===== config.mk =====
export PLATFORM = sky130hd
export DESIGN_NAME = seq_magnitude_comparator_flat
export DESIGN_NICKNAME = d
export VERILOG_FILES = /design/src/rtl/seq_magnitude_comparator_if.sv /design/src/rtl/seq_magnitude_comparator.sv /design/src/flat_wrapper.sv
export SDC_FILE = /design/constraint.sdc
export NUM_CORES = 1
export LEC_CHECK = 0
export BUFFER_PORTS_ARGS = -buffer_cell sky130_fd_sc_hd__buf_4
export CORE_MARGIN = 2
export CORE_UTILIZATION = 50
export CTS_CLUSTER_DIAMETER = 120
export DETAILED_ROUTE_END_ITERATION = 6
export GPL_TIMING_DRIVEN = 0
export PLACE_DENSITY = 0.74
export SYNTH_ARGS = -nofsm -noshare
export SYNTH_HDL_FRONTEND = slang
export SYNTH_SLANG_ARGS = --single-unit

===== constraint.sdc =====
create_clock -name clk -period 2 [get_ports clk]
set_clock_uncertainty 0.05 [all_clocks]
set_input_delay 0.5 -clock clk [delete_from_list [all_inputs] [get_ports clk]]
set_output_delay 0.5 -clock clk [all_outputs]
set_load 0.1 [all_outputs]

===== src/rtl/seq_magnitude_comparator_if.sv =====
// ---------------------------------------------------------------------------
// seq_magnitude_comparator_if
//   Handshake bundle between operand producer / result consumer and the
//   digit-serial magnitude comparator.
//
//   Request side  : in_valid, in_ready, a, b, signed_mode
//   Response side : out_valid, out_ready, agb, aeb, alb
//
//   master : drives the request and out_ready (producer/consumer side)
//   slave  : the comparator itself
// ---------------------------------------------------------------------------
interface seq_magnitude_comparator_if #(
    parameter int WIDTH = 32
);
    logic             in_valid;
    logic             in_ready;
    logic [WIDTH-1:0] a;
    logic [WIDTH-1:0] b;
    logic             signed_mode;

    logic             out_valid;
    logic             out_ready;
    logic             agb;
    logic             aeb;
    logic             alb;

    modport master (
        output in_valid, a, b, signed_mode, out_ready,
        input  in_ready, out_valid, agb, aeb, alb
    );

    modport slave (
        input  in_valid, a, b, signed_mode, out_ready,
        output in_ready, out_valid, agb, aeb, alb
    );
endinterface


===== src/rtl/seq_magnitude_comparator.sv =====
// ---------------------------------------------------------------------------
// seq_magnitude_comparator
//   Digit-serial magnitude comparator. Two WIDTH-bit operands are compared
//   DIGIT bits per cycle, most significant digit first, and the compare
//   stops on the first digit that differs. Unsigned or two's-complement
//   ordering is chosen per transaction.
//
//   Ports
//     clk    in  rising-edge clock
//     rst_n  in  asynchronous active-low reset
//     bus    seq_magnitude_comparator_if.slave
//              in_valid/in_ready  operand handshake (ready only in IDLE)
//              a, b, signed_mode  sampled on accept
//              out_valid/out_ready result handshake
//              agb/aeb/alb        one-hot result, zero when out_valid=0
//
//   Parameters
//     WIDTH  operand width, a multiple of DIGIT
//     DIGIT  bits compared per cycle, 1..WIDTH
//
//   Timing
//     The digit compare is registered before it is acted on, so with the
//     accept at edge T the first digit decision is visible at edge T+2.
//     While the registered result of digit k is being examined, digit k+1
//     is already being compared; an early stop simply discards it.
// ---------------------------------------------------------------------------

// Single-digit unsigned compare.
module seq_mag_digit_cmp #(
    parameter int DIGIT = 4
) (
    input  logic [DIGIT-1:0] a_dig,
    input  logic [DIGIT-1:0] b_dig,
    output logic             gt,
    output logic             lt
);
    assign gt = (a_dig > b_dig);
    assign lt = (a_dig < b_dig);
endmodule

module seq_magnitude_comparator #(
    parameter int WIDTH = 32,
    parameter int DIGIT = 4
) (
    input  logic                        clk,
    input  logic                        rst_n,
    seq_magnitude_comparator_if.slave   bus
);
    localparam int NDIG = WIDTH / DIGIT;
    localparam int CNTW = (NDIG > 1) ? $clog2(NDIG) : 1;

    typedef enum logic [1:0] {
        IDLE    = 2'd0,
        COMPARE = 2'd1,
        DONE    = 2'd2
    } state_t;

    state_t            state_q, state_d;

    // Operands are held in shift registers; the digit under compare is
    // always the top DIGIT bits, which avoids a variable part-select mux.
    logic [WIDTH-1:0]  a_sh, b_sh;
    logic [WIDTH-1:0]  sign_mask;
    logic [CNTW-1:0]   idx_q;

    // vld_pipe[0]: a digit is being issued this cycle
    // vld_pipe[1]: the registered digit result below is valid
    logic [1:0]        vld_pipe;
    logic              d_gt, d_lt, d_last;

    logic              agb_q, aeb_q, alb_q;

    logic              dig_gt, dig_lt;
    logic              accept, issue, last_issue;
    logic              resolve, resolve_diff, resolve_eq;
    logic              out_take;

    seq_mag_digit_cmp #(.DIGIT(DIGIT)) u_dcmp (
        .a_dig (a_sh[WIDTH-1 -: DIGIT]),
        .b_dig (b_sh[WIDTH-1 -: DIGIT]),
        .gt    (dig_gt),
        .lt    (dig_lt)
    );

    // Flipping the sign bit of both operands maps two's-complement order
    // onto unsigned order, so the digit logic never needs to know the mode.
    always_comb begin
        sign_mask            = '0;
        sign_mask[WIDTH-1]   = bus.signed_mode;
    end

    // ---------------------------------------------------------------
    // Next-state and control strobes
    // ---------------------------------------------------------------
    always_comb begin
        state_d      = state_q;
        accept       = 1'b0;
        issue        = 1'b0;
        last_issue   = 1'b0;
        resolve_diff = 1'b0;
        resolve_eq   = 1'b0;
        out_take     = 1'b0;

        case (state_q)
            IDLE: begin
                accept = bus.in_valid;
                if (accept) state_d = COMPARE;
            end
            COMPARE: begin
                issue        = vld_pipe[0];
                last_issue   = vld_pipe[0] && (idx_q == CNTW'(NDIG - 1));
                resolve_diff = vld_pipe[1] && (d_gt || d_lt);
                resolve_eq   = vld_pipe[1] && !(d_gt || d_lt) && d_last;
                if (resolve_diff || resolve_eq) state_d = DONE;
            end
            DONE: begin
                out_take = bus.out_ready;
                if (out_take) state_d = IDLE;
            end
            default: state_d = IDLE;
        endcase
    end

    assign resolve = resolve_diff || resolve_eq;

    // ---------------------------------------------------------------
    // State register
    // ---------------------------------------------------------------
    always_ff @(posedge clk or negedge rst_n) begin
        if (!rst_n) state_q <= IDLE;
        else        state_q <= state_d;
    end

    // ---------------------------------------------------------------
    // Datapath
    // ---------------------------------------------------------------
    always_ff @(posedge clk or negedge rst_n) begin
        if (!rst_n) begin
            a_sh     <= '0;
            b_sh     <= '0;
            idx_q    <= '0;
            vld_pipe <= '0;
            d_gt     <= 1'b0;
            d_lt     <= 1'b0;
            d_last   <= 1'b0;
            agb_q    <= 1'b0;
            aeb_q    <= 1'b0;
            alb_q    <= 1'b0;
        end else begin
            if (accept) begin
                a_sh     <= bus.a ^ sign_mask;
                b_sh     <= bus.b ^ sign_mask;
                idx_q    <= '0;
                vld_pipe <= 2'b01;
            end else if (state_q == COMPARE) begin
                if (issue) begin
                    a_sh   <= a_sh << DIGIT;
                    b_sh   <= b_sh << DIGIT;
                    d_gt   <= dig_gt;
                    d_lt   <= dig_lt;
                    d_last <= last_issue;
                    if (!last_issue) idx_q <= idx_q + CNTW'(1);
                end
                // Issue bit stops after the last digit; result bit trails it.
                if (resolve) vld_pipe <= '0;
                else         vld_pipe <= {vld_pipe[0], vld_pipe[0] & ~last_issue};
                if (resolve) begin
                    agb_q <= d_gt;
                    alb_q <= d_lt;
                    aeb_q <= resolve_eq;
                end
            end

            if (out_take) begin
                agb_q <= 1'b0;
                aeb_q <= 1'b0;
                alb_q <= 1'b0;
            end
        end
    end

    // ---------------------------------------------------------------
    // Outputs
    // ---------------------------------------------------------------
    // in_ready is qualified by rst_n so it drops immediately on reset.
    assign bus.in_ready  = (state_q == IDLE) && rst_n;
    assign bus.out_valid = (state_q == DONE);
    assign bus.agb       = agb_q;
    assign bus.aeb       = aeb_q;
    assign bus.alb       = alb_q;
endmodule


===== src/flat_wrapper.sv =====
// flat-port wrapper written by rule: the top's interface ports become plain ports
module seq_magnitude_comparator_flat 
#(
    parameter int WIDTH = 32,
    parameter int DIGIT = 4
)
  (clk, rst_n, bus_in_valid, bus_a, bus_b, bus_signed_mode, bus_out_ready, bus_in_ready, bus_out_valid, bus_agb, bus_aeb, bus_alb);
  seq_magnitude_comparator_if #(.WIDTH(WIDTH)) bus_i ();
  input  logic clk;
  input  logic rst_n;
  input wire logic [$bits(bus_i.in_valid)-1:0] bus_in_valid;
  input wire logic [$bits(bus_i.a)-1:0] bus_a;
  input wire logic [$bits(bus_i.b)-1:0] bus_b;
  input wire logic [$bits(bus_i.signed_mode)-1:0] bus_signed_mode;
  input wire logic [$bits(bus_i.out_ready)-1:0] bus_out_ready;
  output wire logic [$bits(bus_i.in_ready)-1:0] bus_in_ready;
  output wire logic [$bits(bus_i.out_valid)-1:0] bus_out_valid;
  output wire logic [$bits(bus_i.agb)-1:0] bus_agb;
  output wire logic [$bits(bus_i.aeb)-1:0] bus_aeb;
  output wire logic [$bits(bus_i.alb)-1:0] bus_alb;
  assign bus_i.in_valid = bus_in_valid;
  assign bus_i.a = bus_a;
  assign bus_i.b = bus_b;
  assign bus_i.signed_mode = bus_signed_mode;
  assign bus_i.out_ready = bus_out_ready;
  assign bus_in_ready = bus_i.in_ready;
  assign bus_out_valid = bus_i.out_valid;
  assign bus_agb = bus_i.agb;
  assign bus_aeb = bus_i.aeb;
  assign bus_alb = bus_i.alb;
  seq_magnitude_comparator #(.WIDTH(WIDTH), .DIGIT(DIGIT)) u_core (.clk(clk), .rst_n(rst_n), .bus(bus_i));
endmodule

==> results of run 1 <==
## registers in the layout (all words and copies together) (netlist names)
signal	cells
u_core.a_sh	32
u_core.b_sh	32
u_core.idx_q	3
u_core.state_q	2
u_core.vld_pipe	2
u_core.bus.aeb	1
u_core.bus.agb	1
u_core.bus.alb	1
u_core.d_gt	1
u_core.d_last	1
u_core.d_lt	1
## cells in the final DEF, fill, tap and decap left out, types with 6 or more instances in the layout
master	netlist	final
a22o_1	15	15
buf_4	7	78
nor3_1	45	45
a21oi_1	8	8
buf_6	9	10
dfrtp_1	77	76
o22ai_1	42	42
inv_1	11	11
ha_1	6	6
o21ai_0	8	8
buf_2	12	10
clkbuf_8	0	9
a21o_1	6	6
nor2_1	48	48
nand2_1	13	13
## through the flow
stage	hold slack [ns]	setup TNS (ns)
finish	-0.003363	0
global route	0.007401	0
CTS	0.01091	0
detailed placement	0.4191	-0.4631
global placement	0.4165	-0.4511
floorplan	0.1544	-0.3640
## timing repair
action | CTS | global route
endpoints found under the hold margin | 0 | 0
endpoints found under the setup margin | 2 | 2
resized for setup | 6 | 4
## per-layer routing
| layer | wire [um] | part of all wire | track usage | vias to the layer above |
|---|---|---|---|---|
| li1 | - | - | - | 1409 |
| met1 | 3912 | 0.45 | 0.3217 | 1392 |
| met2 | 4217 | 0.49 | 0.3884 | 70 |
| met3 | 332 | 0.038 | 0.05561 | 17 |
| met4 | 214 | 0.025 | 0.09790 | 0 |
| met5 | 0 | 0 | 0 | - |
## where the power goes
group	switching, mW	total (mW)	internal [mW]	leakage (nW)
logic	1.98	3.45	1.47	1.02
clock network	0.605	1.30	0.696	0.105
registers	0.494	2.83	2.34	0.908
## cell usage after synthesis, drive strengths merged, types with 3 or more instances
cell / number
nand3: 4
a221o: 4
ha: 6
o22ai: 42
nor2: 49
a22o: 15
xnor2: 3
dfrtp: 77
inv: 11
a21o: 6
nor3: 45
a31oi: 4
o21ai: 9
a21oi: 8
nand2: 13
buf: 28
## path summary, 6_finish.rpt
path / from / endpoint / slack (ns) / depth (start not counted)
setup reg to reg: u_core.state_q[0]$_DFFE_PN0P_ / u_core.a_sh[19]$_DFFE_PN0P_ / 0.27 / 5
min in group clk: bus_a[2] / u_core.a_sh[2]$_DFFE_PN0P_ / 0.30 / 2
max in group asynchronous: rst_n / u_core.state_q[0]$_DFFE_PN0P_ / 1.58 / 1
hold / removal: rst_n / u_core.d_last$_DFFE_PN0P_ / -0.003 / 1
hold reg to reg: u_core.b_sh[27]$_DFFE_PN0P_ / u_core.b_sh[27]$_DFFE_PN0P_ / 0.44 / 1
setup / recovery: u_core.state_q[1]$_DFFE_PN0P_ / bus_in_ready / 0.06 / 3
## worst max-delay path: stages, from the launching register on
cell	delay [ns]
dfrtp_1	0.41
buf_4	0.18
nor3b_2	0.20
buf_6	0.25
## cell type report
class                           instances  area [um2]  area share
Multi-Input combinational cell        225        1340      0.3027
Tap cell                               96       120.1     0.02713
Clock buffer                            9       123.9     0.02798
Inverter                               11       41.29    0.009327
Buffer                                 27       211.5     0.04777
Timing Repair Buffer                   73       571.8      0.1292
Sequential cell                        77        1928      0.4356
Clock inverter                          7       90.09     0.02035
## kinds of logic after synthesis
family | count (synthesis) | share of synthesized area
buffers and inverters | 39 | 0.07273
XOR/XNOR | 3 | 0.007488
AO/OA/AOI/OAI | 94 | 0.1840
flip-flops | 77 | 0.5490
AND/OR/NAND/NOR | 122 | 0.1654
adder cells (fa/ha/maj) | 6 | 0.02139
==> summary.md, run 1 <==
| Metric | Value |
|---|---|
| CTS tree | yes |
| RSZ-0062 raised after global routing | no |
| FP Rows | 30 |
| Die height | just under 90 um |
| Syn nets | about 420 |
| Initial Util | 0.5166 |
| Cell Area, Placed | between 4000 and 5000 um2 |
| IO Count | 74 |
| Gp weighted congestion | just over 0.8 |
| Clock sink total | 77 |
| Minimum clock period | 1.943 ns |
| Antenna Nets Post-Route | 0 |
| Core area | 6794 um2 |
| Initial antenna violation count | 0 |
| Type of the worst min-delay path | in -> async |
| Slew Limit Fails | 0 |
| CP Class | reg -> out |
| Fin crit share | 0.9714 |
| DP Wirelength | around 6000 um |
| Final hold viol count | 4 |
| Vias in the first global route | around 2900 |
| Post-CTS Setup Bufs | 0 |
| Synth Register Bits | between 70 and 80 |
| Top FF cell, synth | dfrtp_1 |
| Achievable Freq | about 500 MHz |
| Worst Path Arrival | about 1.4 ns |
| Max VDD drop | 0.7646 mV |
| H-tree depth | 3 |
| Headroom to the max-slew limit | 0.6263 |
| Clock-pin slew on the worst setup and hold paths | around 0.080 ns |
| Port bufs | 73 |
| Final core occ | 0.6516 |
| Yosys top cell by area | dfrtp_1 |
| Lkg Pwr | around 2.0 nW |
| Design area | roughly 4400 um2 |
| Post-synth top area share | 0.5490 |
| Outcome | finished with violations |
| Synthesis Warnings | 0 |
| Final setup viols | 0 |
| DR iter-0 viols | 125 |
| Netlist Area Pre-Place | 3510 um2 |
| Fillers | 580 |
| Critical Path End Type | output pin |
| First-pass GRT wire length | 13990 um |
| CP max FO | 10 |
| Synth area leaders | dfrtp_1, o22ai_1, nor3_1, nor2_1, a22o_1 |
| Antenna Cells | 0 |
| Area growth from synthesis to final layout | 26.13% |
| Pwr Density | 1712 nW/um2 |
| CTS Hold Bufs | 0 |
| DR pass1 iterations | 4 |
| Post-synth EDFFs | 0 |
| Bufs on Longest Clock Path | 2 |
| Largest net degree at the start of global routing | 79 |
| Layout cells sized above 1 | 0.2890 |
| Failing checks | hold timing |
| DR vias/cell | roughly 5.5 |
| CTS Buf Count | 9 |
| Global route overflow | 0 |
| Total track usage | 0.2426 |
| Worst slack, placed | -0.4631 ns |
| CP Data Required Time | ~1.5 ns |
| Async set or reset register ratio after synthesis | 1.000 |
| Post-synthesis cell type count | 36 |
| # nets final | roughly 500 |
| Mean area per synthesized cell | 10.29 um2 |
| Worst Setup Start Kind | register |
| Final instance count without filler cells | between 500 and 600 |
| Max Cap Viol | 0 |
| Hold slack | -0.003363 ns |
| Inst Count DP | between 500 and 600 |
| Overall Power | roughly 7.6 mW |
| PnR worst setup slack | roughly 0.057 ns |
| Worst-margin pin slew | ~0.56 ns |
| Root Buffer | clkbuf_8 |
| Register area share after synthesis | 0.5490 |
| WL final | 8676 um |
| Routed vias | between 2000 and 3000 |
| Die area | 7705 um2 |
| DRC Markers | 0 |
| Later-pin clock latency in the skew report | approximately 0.36 ns |
| Wirelength per Cell | between 15 and 20 um |
| Die X | a little under 90 um |
| Cells after synthesis | about 340 |
Power figures use the tool's default switching activity.
==> run 2, diff against run 1 <==
Settings changed: CORE_UTILIZATION 50 to 49, PLACE_DENSITY 0.74 to 0.76.
Clock period 2 ns to 1.6 ns, I/O delays scaled along.
==> run 2 against run 1 <==
Effect of this change:
- the run ends with hold timing, setup timing left
- clock power rose by 48%
- register-to-register slack lost 0.47 ns
- global-route usage grew 2.3 points
- routed wire length up 39%
- setup slack got worse by 0.26 ns
- critical path depth increased by 5
- first-iteration DRC count increased by 100%
- largest power group unchanged
==> summary.md, run 2 (synthesis gave the netlist of run 1 again) <==
| Metric | Value |
|---|---|
| Max Cap Viol | 0 (unchanged) |
| Bufs on Longest Clock Path | 2 (unchanged) |
| Lkg Pwr | 2.419 nW (+19%) |
| Final core occ | 0.7911 (+0.1395) |
| Type of the worst min-delay path | in -> async |
| # nets final | 530 (+6.2%) |
| RR Endpoint | u_core.a_sh[25]$_DFFE_PN0P_ |
| Failing checks | hold timing, setup timing |
| RSZ-0062 raised after global routing | yes |
| Largest net degree at the start of global routing | 79 (unchanged) |
| Final setup viols | 63 (+63) |
| Commonest non-fill, non-tap cells in the layout | buf_4, dfrtp_1, nor2_1, nor3_1, o22ai_2 |
| Antenna Cells | 0 (unchanged) |
| Worst Setup Start Kind | register |
| IO Count | 74 (unchanged) |
| DRC Markers | 0 (unchanged) |
| Worst Reg2Reg Path Length in Cells | 8 (+3) |
| Total track usage | 0.2654 (+0.02281) |
| Worst-margin pin slew | 0.5397 ns (-0.01664 ns) |
| DP Wirelength | 6112 um (+1.8%) |
| WL final | 12020 um (+39%) |
| Max VDD drop | 1.246 mV (+63%) |
| Clock sink total | 77 (unchanged) |
| Hold slack | -0.1255 ns (-0.1222 ns) |
| Initial Util | 0.5109 (-0.005646) |
| Gp weighted congestion | 0.7710 (-6.9%) |
| Achievable Freq | 556.1 MHz |
| Slew Limit Fails | 0 (unchanged) |
| Initial antenna violation count | 0 (unchanged) |
| CTS Buf Count | 9 (unchanged) |
| FP Rows | 30 (unchanged) |
| Commonest non-fill, non-tap cell in the layout | buf_4 |
| DR vias/cell | 6.137 (+12%) |
| Critical Path End Type | register |
| Later-pin clock latency in the skew report | 0.37 ns (about the same) |
| Vias in the first global route | 3130 (+7.0%) |
| Design area | 5434 um2 (+23%) |
| Area growth from synthesis to final layout | 54.83% |
| First-pass GRT wire length | 15500 um (+11%) |
| Headroom to the max-slew limit | 0.6375 (+0.01118) |
| Cell Area, Placed | 4197 um2 (+0.27%) |
| CTS tree | yes |
| Worst Path Arrival | 2.04 ns (+0.65 ns) |
| R2R Setup Slk | -0.20 ns (-0.47 ns) |
| Die height | 88.63 um (+0.97%) |
| Wirelength per Cell | 21.62 um (+31%) |
| Fillers | 371 (-36%) |
| Die area | 7855 um2 (+1.9%) |
| Die X | 88.63 um (+0.97%) |
| H-tree depth | 3 (unchanged) |
| Core area | 6869 um2 (+1.1%) |
| Root Buffer | clkbuf_8 |
| Global route overflow | 0 (unchanged) |
| Minimum clock period | 1.798 ns |
| CP Class | reg -> reg |
| CP max FO | 8 (-2) |
| CP Data Required Time | 1.84 ns (+0.39 ns) |
| Port bufs | 73 (unchanged) |
| Pwr Density | 2242 nW/um2 (+31%) |
| Largest registers | u_core.a_sh (32), u_core.b_sh (32), u_core.idx_q (3) |
| DR iter-0 viols | 250 (+100%) |
| PnR worst setup slack | -0.1983 ns (-0.2554 ns) |
| Antenna Nets Post-Route | 0 (unchanged) |
| Fin crit share | 1.124 |
| Clock-pin slew on the worst setup and hold paths | 0.08 ns (about the same) |
| Outcome | finished with violations |
| Reg-to-Reg Start | u_core.state_q[1]$_DFFE_PN0P_ |
| DR pass1 iterations | 5 (+1) |
| Layout cells sized above 1 | 0.4457 (+0.1566) |
| Routed vias | 3412 (+18%) |
| Final hold viol count | 77 (+73) |
## run 2: worst max-delay path by stage
stage                                  startpoint                     endpoint  depth (start not counted)
global placement                            rst_n                 bus_in_ready                          3
global route        u_core.state_q[1]$_DFFE_PN0P_  u_core.a_sh[25]$_DFFE_PN0P_                          8
detailed placement                          rst_n                 bus_in_ready                          3
floorplan           u_core.state_q[0]$_DFFE_PN0P_                 bus_in_ready                          2
finish              u_core.state_q[1]$_DFFE_PN0P_  u_core.a_sh[25]$_DFFE_PN0P_                          8
CTS                 u_core.state_q[0]$_DFFE_PN0P_                 bus_in_ready                          3
## run 2: cell type report
type                    count  area (um2)  area share
multi-input cells         225        1718      0.3161
clock buffers              11       151.4     0.02786
inverters                  11       41.29    0.007598
clock inverters             5       106.4     0.01957
flip-flops and latches     77        1928      0.3548
repair buffers            103        1041      0.1916
well taps                  96       120.1     0.02210
plain buffers              28       327.8     0.06033
## run 2: power breakdown
group          leakage, nW  switching (mW)  internal [mW]  total (mW)
sequential           0.908           0.840           2.93        3.77
combinational         1.39            3.38           3.11        6.49
clock                0.126           0.795           1.12        1.92
## run 2: layer usage
metal	global-route usage	wire length (um)	vias up
met2	0.4417	6134	199
li1	-	-	1467
met3	0.05410	808	58
met1	0.3352	4530	1688
met4	0.1185	548	0
met5	0	0	-
## run 2: repair_timing
item,CTS,global route
pin swaps,5,42
resized for setup,58,67
endpoints found under the setup margin,43,70
endpoints found under the hold margin,77,77
cloned,5,9
setup buffers,9,8
## run 2: critical path, stage by stage, from the launching register on
cell	delay [ns]
dfrtp_1	0.41
buf_6	0.15
buf_4	0.13
nor3b_4	0.33
buf_4	0.19
clkbuf_16	0.14
clkbuf_16	0.13
nor3_1	0.06
nor2_1	0.13
## run 2: per-stage QoR
step / setup slack [ns] / setup TNS [ns] / instances / hold slack, ns / power [mW]
finish: -0.1983 / -6.035 / 556 / -0.1255 / 12.18
global route: -0.2454 / -8.935 / 556 / -0.08268 / 12.74
CTS: -0.1906 / -3.567 / 540 / -0.09074 / 10.62
detailed placement: -0.6520 / -0.8982 / 510 / 0.4219 / 7.860
global placement: -0.6514 / -0.8710 / 510 / 0.4181 / 7.660
floorplan: -0.3039 / -0.3039 / 341 / 0.05441 / 6.696
==> run 3, diff against run 2 <==
Settings changed: CELL_PAD_IN_SITES_DETAIL_PLACEMENT set to 1, CELL_PAD_IN_SITES_GLOBAL_PLACEMENT set to 1, CORE_MARGIN 2 to not set, CORE_UTILIZATION 49 to 38, PLACE_DENSITY 0.76 to not set, PLACE_DENSITY_LB_ADDON set to 0.1.
==> run 3 against run 2 <==
Effect of this change:
- the run ends with DRC, hold timing, setup timing left
- clock power about the same
- count of clock-buffer cells in the layout unchanged
- global-route usage is 2.2 points lower
==> summary.md, run 3 (synthesis gave the netlist of run 1 again) <==
| Metric | Value |
|---|---|
| Total track usage | 0.2435 (-0.02195) |
| IO Count | 74 (unchanged) |
| CP Class | reg -> out |
| First-pass GRT wire length | 17790 um (+15%) |
| Crit-path cells | buf_6 -> nor3b_4 -> buf_12 |
| Slowest stage delay, CP | 0.41 ns (about the same) |
| Routed vias | 3292 (-3.5%) |
| Switch Pwr | 5.208 mW (+3.7%) |
| Layout cells sized above 1 | 0.4610 (+0.01539) |
| Achievable Freq | 556.7 MHz (+0.12%) |
| Die height | 98.11 um (+11%) |
| Cell Area, Placed | 4212 um2 (+0.36%) |
| Clock-pin slew on the worst setup and hold paths | 0.09 ns (about the same) |
| PnR worst setup slack | -0.1962 ns (+0.002072 ns) |
| Worst Path Arrival | 1.35 ns (-0.69 ns) |
| Worst Setup Start Kind | register |
| Largest registers | u_core.a_sh (32), u_core.b_sh (32), u_core.idx_q (3) |
| Initial Util | 0.3966 (-0.1143) |
| Clock share of power | 0.152 (-0.006) |
| Commonest non-fill, non-tap cell in the layout | buf_4 |
| Clock sink total | 77 (unchanged) |
| Largest net degree at the start of global routing | 79 (unchanged) |
| Minimum clock period | 1.796 ns (-0.002072 ns) |
| Type of the worst min-delay path | in -> async |
| Max VDD drop | 0.7686 mV (-38%) |
| Overall Power | 12.52 mW (+2.8%) |
| DRC Markers | 7 (+7) |
| Design area | 5572 um2 (+2.5%) |
| Headroom to the max-slew limit | 0.6321 (-0.005396) |
| Antenna Cells | 0 (unchanged) |
| Comb pwr share | 0.546 (+0.013) |
| Max Cap Viol | 0 (unchanged) |
| Die area | 9625 um2 (+23%) |
| Wirelength per Cell | 22.53 um (+4.2%) |
| DR vias/cell | 5.775 (-5.9%) |
| Design internal power | 7.315 mW (+2.2%) |
| Outcome | finished with violations |
| Lkg Pwr | 2.441 nW (+0.91%) |
| Worst slack, placed | -0.7076 ns (-0.05557 ns) |
| Final setup viols | 63 (unchanged) |
| CP max FO | 5 (-3) |
| Fin crit share | 1.123 (-0.001295) |
| Cell family with most CP delay | flip-flops |
| Slew Limit Fails | 0 (unchanged) |
| H-tree depth | 3 (unchanged) |
| Sequential group share of total power | 0.302 (-0.007) |
| Initial antenna violation count | 0 (unchanged) |
| Final instance count without filler cells | 570 (+2.5%) |
| Core area | 8848 um2 (+29%) |
| Vias in the first global route | 3293 (+5.2%) |
| Pwr Density | 2248 nW/um2 (+0.27%) |
| Critical Path End Type | output pin |
| Bufs on Longest Clock Path | 2 (unchanged) |
| Inst Count DP | 522 (+2.4%) |
| Gp weighted congestion | 0.7781 (+0.92%) |
| RSZ-0062 raised after global routing | yes |
| Worst Path Buf+Inv | 2 (-3) |
| DR iter-0 viols | 147 (-41%) |
| Root Buffer | clkbuf_8 |
| Final hold viol count | 77 (unchanged) |
| CP Data Required Time | 1.15 ns (-0.69 ns) |
| Hold slack | -0.1092 ns (+0.01635 ns) |
| WL final | 12840 um (+6.8%) |
| Port bufs | 73 (unchanged) |
| Worst-margin pin slew | 0.5477 ns (+0.008033 ns) |
| DP Wirelength | 6854 um (+12%) |
| DR pass1 iterations | 6 (+1) |
| CTS tree | yes |
| Antenna Nets Post-Route | 0 (unchanged) |
| Die X | 98.11 um (+11%) |
| Global route overflow | 0 (unchanged) |
| Failing checks | DRC, hold timing, setup timing |
| Commonest non-fill, non-tap cells in the layout | buf_4, dfrtp_1, nor2_1, nor3_1, o22ai_2 |
| Sw Share | 0.4159 (+0.003732) |
| CTS Buf Count | 9 (unchanged) |
| Crit-path slowest cell | dfrtp_1 |
| Final core occ | 0.6297 (-0.1614) |
| FP Rows | 34 (+13%) |
| # nets final | 532 (+0.38%) |
| Later-pin clock latency in the skew report | 0.37 ns (about the same) |
| Post-route setup TNS | -4.059 ns (+1.977 ns) |
| Area growth from synthesis to final layout | 58.75% |
-- run 3: layout make-up --
cell class	instances	area, um2
plain buffers	27	321.6
clock buffers	11	141.4
clock inverters	5	106.4
fillers	932	3277
inverters	11	41.29
multi-input cells	225	1823
flip-flops and latches	77	1928
well taps	108	135.1
repair buffers	106	1075
-- run 3: power groups by stage --
| stage | Sequential (mW) | Combinational [mW] | Clock, mW |
|---|---|---|---|
| finish | 3.78 | 6.84 | 1.90 |
| global route | 3.86 | 7.34 | 1.99 |
| CTS | 3.60 | 5.60 | 1.89 |
| detailed placement | 3.57 | 4.41 | 0 |
| global placement | 3.55 | 4.27 | 0 |
| floorplan | 3.54 | 3.15 | 0 |
-- run 3: worst paths after layout --
check | from | to | slack [ns] | cells past startpoint
setup / recovery | u_core.state_q[1]$_DFFE_PN0P_ | bus_in_ready | -0.20 | 3
hold / removal | rst_n | u_core.bus.aeb$_DFFE_PN0P_ | -0.11 | 1
setup reg to reg | u_core.state_q[0]$_DFFE_PN0P_ | u_core.a_sh[23]$_DFFE_PN0P_ | -0.17 | 7
hold reg to reg | u_core.a_sh[30]$_DFFE_PN0P_ | u_core.a_sh[30]$_DFFE_PN0P_ | 0.45 | 1
max in group asynchronous | rst_n | u_core.a_sh[22]$_DFFE_PN0P_ | 1.26 | 1
min in group clk | bus_a[1] | u_core.a_sh[1]$_DFFE_PN0P_ | 0.20 | 2
-- run 3: repair_timing --
action | in CTS | in global routing
gates resized for setup | 72 | 72
endpoints found under the setup margin | 56 | 67
cloned | 6 | 5
pin swaps | 3 | 45
hold endpoints to repair | 77 | 77
setup buffers | 14 | 8
-- run 3: per-layer routing --
metal,global-route usage,up-vias,wire [um]
met3,0.03937,22,522
met2,0.3992,88,6643
met4,0.07576,0,227
li1,-,1482,-
met5,0,-,0
met1,0.3309,1700,5449
-- run 3: worst reg2reg max path, stage by stage, from the launching register on --
cell and delay, ns:
dfrtp_2 0.42, buf_6 0.13, or3b_4 0.42, buf_12 0.17, buf_12 0.13, buf_16 0.13
o22ai_2 0.14, nor2_1 0.06
